--- src/rtl/apb_req_arbiter_if.sv ---
// APB bus bundle between the request arbiter (master) and a 32-bit APB slave.
interface apb_req_arbiter_if;
    logic [31:0] paddr;
    logic        psel;
    logic        penable;
    logic        wr;
    logic [31:0] pwdata;
    logic        pready;
    logic [31:0] prdata;

    modport master (
        output paddr, psel, penable, wr, pwdata,
        input  pready, prdata
    );

    modport slave (
        input  paddr, psel, penable, wr, pwdata,
        output pready, prdata
    );
endinterface

--- src/rtl/apb_req_arbiter.sv ---
// Round-robin APB master: shares one APB slave between NREQ single-beat requesters,
// with back-to-back transfers and an ACCESS-phase timeout abort.
module apb_req_arbiter #(
    parameter int NREQ    = 2,
    parameter int TIMEOUT = 16
) (
    input  logic                   pclk,
    input  logic                   rst_n,
    input  logic [NREQ-1:0]        req_valid,
    input  logic [NREQ-1:0]        req_wr,
    input  logic [32*NREQ-1:0]     req_addr,
    input  logic [32*NREQ-1:0]     req_wdata,
    output logic [NREQ-1:0]        req_gnt,
    output logic [NREQ-1:0]        rsp_valid,
    output logic [31:0]            rsp_rdata,
    output logic                   rsp_err,
    apb_req_arbiter_if.master      apb
);
    localparam int IW = $clog2(NREQ);
    localparam int CW = $clog2(TIMEOUT);

    typedef enum logic [1:0] {IDLE, SETUP, ACCESS} state_t;

    state_t                 state_q, state_d;
    logic [IW-1:0]          last_q, last_d;
    logic [CW-1:0]          cnt_q, cnt_d;
    logic [31:0]            paddr_q, paddr_d, pwdata_q, pwdata_d;
    logic                   wr_q, wr_d, psel_q, psel_d, penable_q, penable_d;
    logic [NREQ-1:0]        gnt_q, gnt_d, rspv_q, rspv_d;
    logic [31:0]            rdata_q, rdata_d;
    logic                   err_q, err_d;

    // Same bit layout as the flat ports: slice i at [32*i+31:32*i].
    logic [NREQ-1:0][31:0]  addr_a, wdata_a;
    assign addr_a  = req_addr;
    assign wdata_a = req_wdata;

    logic [NREQ-1:0]        cand, owner_oh;
    logic                   win_found;
    logic [IW-1:0]          win_idx;
    int                     scan_j;

    // The current owner never competes on its own completing cycle.
    always_comb begin
        owner_oh         = '0;
        owner_oh[last_q] = (state_q == ACCESS);
        cand             = req_valid & ~owner_oh;
    end

    always_comb begin
        win_found = 1'b0;
        win_idx   = last_q;
        scan_j    = 0;
        for (int k = 1; k <= NREQ; k++) begin
            scan_j = int'(last_q) + k;
            if (scan_j >= NREQ) scan_j = scan_j - NREQ;
            if (!win_found && cand[IW'(scan_j)]) begin
                win_found = 1'b1;
                win_idx   = IW'(scan_j);
            end
        end
    end

    always_comb begin
        state_d   = state_q;
        last_d    = last_q;
        cnt_d     = cnt_q;
        paddr_d   = paddr_q;
        wr_d      = wr_q;
        pwdata_d  = pwdata_q;
        psel_d    = psel_q;
        penable_d = penable_q;
        gnt_d     = '0;
        rspv_d    = '0;
        rdata_d   = rdata_q;
        err_d     = err_q;

        unique case (state_q)
            IDLE: begin
                psel_d    = 1'b0;
                penable_d = 1'b0;
            end
            SETUP: begin
                state_d   = ACCESS;
                penable_d = 1'b1;
                cnt_d     = '0;
            end
            ACCESS: begin
                if (apb.pready) begin
                    rspv_d[last_q] = 1'b1;
                    err_d          = 1'b0;
                    rdata_d        = wr_q ? 32'h0 : apb.prdata;
                    cnt_d          = '0;
                    if (!win_found) begin
                        state_d   = IDLE;
                        psel_d    = 1'b0;
                        penable_d = 1'b0;
                    end
                end else if (cnt_q == CW'(TIMEOUT-1)) begin
                    rspv_d[last_q] = 1'b1;
                    err_d          = 1'b1;
                    rdata_d        = 32'h0;
                    cnt_d          = '0;
                    state_d        = IDLE;
                    psel_d         = 1'b0;
                    penable_d      = 1'b0;
                end else begin
                    cnt_d = cnt_q + 1'b1;
                end
            end
            default: state_d = IDLE;
        endcase

        // Grant from IDLE, or straight into SETUP on a clean completion (no abort).
        if (win_found && ((state_q == IDLE) || (state_q == ACCESS && apb.pready))) begin
            state_d         = SETUP;
            last_d          = win_idx;
            paddr_d         = addr_a[win_idx];
            pwdata_d        = wdata_a[win_idx];
            wr_d            = req_wr[win_idx];
            gnt_d[win_idx]  = 1'b1;
            psel_d          = 1'b1;
            penable_d       = 1'b0;
        end
    end

    always_ff @(posedge pclk or negedge rst_n) begin
        if (!rst_n) begin
            state_q   <= IDLE;
            last_q    <= IW'(NREQ-1);
            cnt_q     <= '0;
            paddr_q   <= '0;
            wr_q      <= 1'b0;
            pwdata_q  <= '0;
            psel_q    <= 1'b0;
            penable_q <= 1'b0;
            gnt_q     <= '0;
            rspv_q    <= '0;
            rdata_q   <= '0;
            err_q     <= 1'b0;
        end else begin
            state_q   <= state_d;
            last_q    <= last_d;
            cnt_q     <= cnt_d;
            paddr_q   <= paddr_d;
            wr_q      <= wr_d;
            pwdata_q  <= pwdata_d;
            psel_q    <= psel_d;
            penable_q <= penable_d;
            gnt_q     <= gnt_d;
            rspv_q    <= rspv_d;
            rdata_q   <= rdata_d;
            err_q     <= err_d;
        end
    end

    assign apb.paddr   = paddr_q;
    assign apb.psel    = psel_q;
    assign apb.penable = penable_q;
    assign apb.wr      = wr_q;
    assign apb.pwdata  = pwdata_q;
    assign req_gnt     = gnt_q;
    assign rsp_valid   = rspv_q;
    assign rsp_rdata   = rdata_q;
    assign rsp_err     = err_q;
endmodule

--- src/flat_wrapper.sv ---
// flat-port wrapper written by rule: the top's interface ports become plain ports
module apb_req_arbiter_flat 
#(
    parameter int NREQ    = 2,
    parameter int TIMEOUT = 16
)
  (pclk, rst_n, req_valid, req_wr, req_addr, req_wdata, req_gnt, rsp_valid, rsp_rdata, rsp_err, apb_paddr, apb_psel, apb_penable, apb_wr, apb_pwdata, apb_pready, apb_prdata);
  apb_req_arbiter_if apb_i ();
  input  logic pclk;
  input  logic rst_n;
  input  logic [NREQ-1:0] req_valid;
  input  logic [NREQ-1:0] req_wr;
  input  logic [32*NREQ-1:0] req_addr;
  input  logic [32*NREQ-1:0] req_wdata;
  output logic [NREQ-1:0] req_gnt;
  output logic [NREQ-1:0] rsp_valid;
  output logic [31:0] rsp_rdata;
  output logic rsp_err;
  output wire logic [$bits(apb_i.paddr)-1:0] apb_paddr;
  output wire logic [$bits(apb_i.psel)-1:0] apb_psel;
  output wire logic [$bits(apb_i.penable)-1:0] apb_penable;
  output wire logic [$bits(apb_i.wr)-1:0] apb_wr;
  output wire logic [$bits(apb_i.pwdata)-1:0] apb_pwdata;
  input wire logic [$bits(apb_i.pready)-1:0] apb_pready;
  input wire logic [$bits(apb_i.prdata)-1:0] apb_prdata;
  assign apb_paddr = apb_i.paddr;
  assign apb_psel = apb_i.psel;
  assign apb_penable = apb_i.penable;
  assign apb_wr = apb_i.wr;
  assign apb_pwdata = apb_i.pwdata;
  assign apb_i.pready = apb_pready;
  assign apb_i.prdata = apb_prdata;
  apb_req_arbiter #(.NREQ(NREQ), .TIMEOUT(TIMEOUT)) u_core (.pclk(pclk), .rst_n(rst_n), .req_valid(req_valid), .req_wr(req_wr), .req_addr(req_addr), .req_wdata(req_wdata), .req_gnt(req_gnt), .rsp_valid(rsp_valid), .rsp_rdata(rsp_rdata), .rsp_err(rsp_err), .apb(apb_i));
endmodule
--- config.mk ---
export PLATFORM = sky130hd
export DESIGN_NAME = apb_req_arbiter_flat
export DESIGN_NICKNAME = d
export VERILOG_FILES = /design/src/rtl/apb_req_arbiter_if.sv /design/src/rtl/apb_req_arbiter.sv /design/src/flat_wrapper.sv
export SDC_FILE = /design/constraint.sdc
export NUM_CORES = 1
export LEC_CHECK = 0
export BUFFER_PORTS_ARGS = -buffer_cell sky130_fd_sc_hd__buf_4
export CAP_MARGIN = 0
export CORE_MARGIN = 2
export CORE_UTILIZATION = 25
export CTS_CLUSTER_DIAMETER = 80
export CTS_CLUSTER_SIZE = 28
export DETAILED_ROUTE_END_ITERATION = 8
export GPL_TIMING_DRIVEN = 0
export PLACE_DENSITY = 0.61
export SETUP_SLACK_MARGIN = 0.02
export SYNTH_ARGS = -nofsm -noshare
export SYNTH_HDL_FRONTEND = slang
export SYNTH_SLANG_ARGS = --single-unit
--- constraint.sdc ---
create_clock -name pclk -period 2.3 [get_ports pclk]
set_input_delay 0.23 -clock pclk [delete_from_list [all_inputs] [get_ports pclk]]
set_output_delay 0.23 -clock pclk [all_outputs]
set_load 0.05 [all_outputs]
* Yosys cells after proc, flatten, opt, wreduce, memory -nomap -nowiden
Index checks and enable logic that the tools add are counted.
** Storage, ports and cells
- Bits in registers :: 111
- Bits of input ports :: 167
- Output and inout bits :: 104
- Logic and storage cells :: 94
** Operators by class
- Add/subtract/negate cells :: 5
- $lt $le $gt $ge :: 8
- Eq/ne operators :: 6
- Muxes and demuxes :: 44
- Bitwise operators :: 3
- Reduce and logical (&&, ||, !) cells :: 16
** Operators by type and width (number)
- $mux W32 :: 7
- $mux W1 :: 21
- $mux W2 :: 8
- $reduce_and A3 Y1 :: 3
- $mux W4 :: 2
- $ne A4 B4 Y1 const B :: 2
- $pmux W4 S2 :: 1
- $lt A1 B3 Y1 const B :: 2
- $pmux W2 S3 :: 1
- $logic_and A1 B1 Y1 :: 5
- $add A4 B1 Y4 const B :: 1
- $eq A4 B4 Y1 const B :: 1
- $lt A1 B2 Y1 const B :: 2
- $reduce_bool A2 Y1 :: 2
- $reduce_bool A4 Y1 :: 1
- $add A1 B2 Y3 const B :: 1
- $ge A3 B2 Y1 const B :: 1
- $pmux W1 S3 :: 1
- $reduce_bool A3 Y1 :: 1
- $add A1 B1 Y2 const B :: 1
- $and A1 B1 Y1 :: 2
- $demux W1 S1 :: 2
- $eq A2 B1 Y1 const B :: 1
- $eq A2 B2 Y1 const B :: 1
- 10 further kinds :: 12

* Logic depth before layout (Yosys ltp)
- Depth after elaboration :: 18
- Mapped depth :: 8
- Gate-level depth less buffers :: 5

* Worst setup path after synthesis
Ideal clock, no wire load.
- Path type :: reg-to-reg
- Start :: reg u_core.state_q[0]
- End :: reg u_core.paddr_q[0], in the netlist u_core.apb.paddr[0]
- Setup time :: 0.126 ns
- Data arrival time :: 1.599 ns
- Data required time :: 2.174 ns
- Path slack :: 0.575 ns
- Cell stages (with the launch flop) :: 9
- Path buffers :: 3
- Clock period less this slack :: 1.725 ns
- Cells stage by stage :: dfrtp_1 inv_1 ha_1 buf_6 a21oi_4 nor2_1 buf_6 buf_6 a221o_1
** Between the ends
- Cells in the longest elaborated chain, start to end :: 12
- Elaborated cells on any way between the ends :: 20
** RTL lines
- start, declared :: RTL line apb_req_arbiter.sv:24 : state_t state_q, state_d;
- start signal, assigned :: RTL line apb_req_arbiter.sv:142 : state_q <= state_d;
- $eq A2 B2 Y1 :: RTL line apb_req_arbiter.sv:46, apb_req_arbiter.sv:115
- $and A1 B1 Y1 (no line)
- $not A1 Y1 :: RTL line apb_req_arbiter.sv:47 : cand = req_valid & ~owner_oh;
- $and A1 B1 Y1 :: RTL line apb_req_arbiter.sv:47
- $mux W1 (implied by the code) (2 in series) :: RTL line apb_req_arbiter.sv:57 : if (!win_found && cand[IW'(scan_j)]) begin
- $mux W1 :: RTL line apb_req_arbiter.sv:57
- $logic_not A1 Y1 :: RTL line apb_req_arbiter.sv:57
- $logic_and A1 B1 Y1 :: RTL line apb_req_arbiter.sv:57
- $mux W1 :: RTL line apb_req_arbiter.sv:57
- $mux W32 (implied by the code) (2 in series) :: RTL line apb_req_arbiter.sv:118 : paddr_d = addr_a[win_idx];
- end signal, assigned :: RTL line apb_req_arbiter.sv:145 : paddr_q <= paddr_d;
- end, declared :: RTL line apb_req_arbiter.sv:27 : logic [31:0] paddr_q, paddr_d, pwdata_q, pwdata_d;
Several ways; a longest one is shown, not always the timed one. The select of a mux whose other input is x is not followed.
A chain may end at the register's enable or synchronous reset.

* Worst setup path after layout
- Start :: reg u_core.state_q[0]
- End :: reg u_core.paddr_q[29], in the netlist u_core.apb.paddr[29]
Same word-level chain as after synthesis.

==> flow_metrics.env <==
export IMPL_relSlewSlack=0.663
export IMPL_post_cts_buffers=0
export IMPL_hpwl_um=11700
export IMPL_synth_compound_area_frac=0.233
export IMPL_drt_total_wl_um=15300
export IMPL_fillers=1832
export IMPL_antennaDiodeCount=0
export IMPL_p_int_w=0.00618
export IMPL_use_met3=0.0466
export IMPL_hp_class="in2reg"
export IMPL_grt_ovfl_total=0
export IMPL_io_buffers=268
export IMPL_p_leak_nw=3.69
export IMPL_finalHoldViolCount=0
export IMPL_synth_xor_area_share=0
export IMPL_synth_area_mux_share=0.00423
export IMPL_tightest_slew_ns=0.505
export IMPL_ys_seq_area_frac=0.588
export IMPL_rows=50
export IMPL_ctsLongestPathBuffers=2
export IMPL_skew_ns=0.00765
export IMPL_grt_use_met2=0.250
export IMPL_synth_seq_cells=111
export IMPL_r2r_start="u_core.state_q[0]"
export IMPL_cp_cell_sequence="inv_1 -> ha_1 -> buf_6 -> a21o_2 -> nand3_2 -> buf_6 -> buf_6 -> a221o_1"
export IMPL_htree_levels=3
export IMPL_fin_util=0.397
export IMPL_crit_fanout=10
export IMPL_cts_hold_buf=0
export IMPL_synth_simple_gate_area_frac=0.110
export IMPL_via_per_inst=4.65
export IMPL_final_cell_mix="buf_4 (267), dfrtp_1 (110), a221o_1 (65), and2_1 (60), a22o_1 (33)"
export IMPL_worstSetupStartpoint="u_core.state_q[0]"
export IMPL_status="finished clean"
export IMPL_ant_nets=0
export IMPL_cp_slowest_cell="dfrtp_1"
export IMPL_end_kind="flip-flop"
export IMPL_drcViolationCount=0
export IMPL_maxSlewViolCount=0
export IMPL_critPathKind="reg2reg"
export IMPL_p_per_area_nw_per_um2=1600
export IMPL_peakVddDrop_uv=793
export IMPL_crit_arrival_ns=2.26
export IMPL_path_common_cell="buf_6"
export IMPL_setup_viol=0
export IMPL_hp_start="apb_prdata[29]"
export IMPL_slowest_delay_ns=0.40
export IMPL_area_growth_pct=56.5
export IMPL_io_pins=271
export IMPL_rsz0062_at_grt="false"
export IMPL_cts_resized=0
export IMPL_fin_nets=811
export IMPL_synth_area_per_cell_um2=13.2
export IMPL_seq_area_um2=2780
export IMPL_worstSetupStartpointType="flip-flop"
export IMPL_core_um2=18600
export IMPL_cts_tree="yes"
export IMPL_syn_cell_area_um2=4730
export IMPL_grt_pass1_wl_um=23400
export IMPL_fmax_ghz=0.493
export IMPL_yosys_warnings=0
export IMPL_drive_above_1_share=0.481
export IMPL_clk_pin_slew_ns=0.08
export IMPL_cts_sinks=111
export IMPL_synth_cell_types=39
export IMPL_synth_top_family_by_area="compound AO/OA/AOI/OAI gates"
export IMPL_antenna_found_initial=0
export IMPL_drv_cap=0
export IMPL_fin_crit_sh=0.881
export IMPL_cts_root_buf="clkbuf_16"
export IMPL_setup_tns_ns=0
export IMPL_seqPwrFrac=0.286
export IMPL_drt_initial_drc_count=127
export IMPL_cp_required_ns=2.53
export IMPL_busiest_layer="met2"
export IMPL_insertion_delay_ns=0.35
export IMPL_syn_nets=530
export IMPL_p_clk_frac=0.145
export IMPL_vias=4087
export IMPL_grt_util_met1=0.188
export IMPL_initial_core_util=0.254
export IMPL_die_w_um=142
export IMPL_final_common_cell="buf_4"
export IMPL_multi_input_area_um2=1710
export IMPL_power_switching_w=0.00567
export IMPL_grt_start_max_net_pins=112
export IMPL_grt_pass1_vias=4348
export IMPL_die_area_um2=20000
export IMPL_gp_congestion=0.845
export IMPL_p_comb_frac=0.568
export IMPL_die_h_um=142
export IMPL_synthAdderAreaFrac=0.0132
export IMPL_first_pass_iters=4
export IMPL_wl_per_cell_um=17.4
export IMPL_syn_inst=358
export IMPL_cts_buffers=9
export IMPL_post_route_min_period_ns=2.03
export IMPL_netSwitchingFraction=0.478
export IMPL_grt_total_usage=0.150
-- registers in the layout, indices dropped and copies added, names as in the netlist --
register,count
u_core.rsp_err,1
u_core.rsp_valid,2
u_core.apb.psel,1
u_core.apb.wr,1
u_core.apb.paddr,32
u_core.last_q,1
u_core.state_q,2
u_core.apb.pwdata,32
u_core.cnt_q,4
u_core.rsp_rdata,32
u_core.apb.penable,1
u_core.req_gnt,2
-- final timing paths --
| path | slack, ns | end | depth (start not counted) |
|---|---|---|---|
| setup / recovery | 0.27 | u_core.apb.paddr[29] | 8 |
| hold reg to reg | 0.51 | u_core.rsp_rdata[4] | 1 |
| hold / removal | 0.09 | u_core.rsp_rdata[29] | 2 |
| min in group asynchronous | 0.38 | u_core.rsp_rdata[17] | 2 |
| setup reg to reg | 0.27 | u_core.apb.paddr[29] | 8 |
| max in group asynchronous | 1.23 | u_core.last_q | 3 |
-- cells by family (layout without fill, tap and decap cells) --
| logic type | after synthesis | count (layout) |
|---|---|---|
| compound gates | 118 | 118 |
| flops | 111 | 111 |
| simple gates | 85 | 85 |
| buf+inv | 37 | 323 |
| fa+ha+maj | 5 | 5 |
| mux | 2 | 2 |
-- area by class of cell --
cell class / count / area share
inverters: 8 / 0.00406
multi-input cells: 210 / 0.231
flip-flops and latches: 111 / 0.375
repair buffers: 270 / 0.277
clock buffers: 9 / 0.0304
clock inverters: 7 / 0.0139
plain buffers: 29 / 0.0289
well taps: 234 / 0.0395
-- power by group through the flow --
stage                     combinational, W  sequential, W  clock [W]
after floorplan                    0.00175        0.00620          0
after global placement             0.00674        0.00340          0
after detailed placement           0.00683        0.00339          0
after CTS                          0.00681        0.00340    0.00178
after global routing               0.00710        0.00350    0.00187
final                              0.00673        0.00339    0.00172
-- per-layer routing --
layer  wire, um  up-vias
li1           -     1931
met3       1270       12
met1       6490     1954
met5          0        -
met4        209        0
met2       7280      190
-- per-stage QoR --
stage	area, um2	instances	setup slack, ns	hold WS [ns]	total power (W)
floorplan	4730	358	0.575	-0.0656	0.00796
global placement	7030	860	0.250	0.449	0.0101
detailed placement	7030	860	0.199	0.452	0.0102
CTS	7360	876	0.187	0.0701	0.0120
global route	7400	878	0.116	0.0733	0.0125
finish	7400	878	0.273	0.0896	0.0118
-- cells in the mapped netlist (all sizes together) --
cell     number  area, um2
o21bai        1       7.51
o2bb2ai       1       8.76
nand2         5       18.8
and3          1       6.26
nand3         4       25.0
o2111ai       2       17.5
a41oi         1       8.76
o211ai        1       7.51
ha            5       62.6
o311ai        2       17.5
dfstp         1       26.3
and2         65        407
a311oi        1       8.76
mux2i         2       20.0
or2b          1       7.51
a31oi         1       6.26
dfrtp       110       2750
clkbuf       10       37.5
nor4          1       6.26
a22o         33        289
o221ai        1       8.76
inv           8       30.0
o21ai         1       8.76
a21o          2       16.3
a22oi         1       7.51
nand2b        2       12.5
a21oi         4       31.3
buf          19        176
nor2          4       15.0
a211o         1       8.76
a221o        65        651
and4bb        1       16.3
nor2b         1       6.26
-- critical path: cells and delay by family (launching register included) --
family / cells / cell delay, ns
AO/OA/AOI/OAI: 2 / 0.45
adder cells (fa/ha/maj): 1 / 0.21
AND/OR/NAND/NOR: 1 / 0.19
buffers and inverters: 4 / 0.66
flip-flops: 1 / 0.40
(Power assumes the default switching activity.)
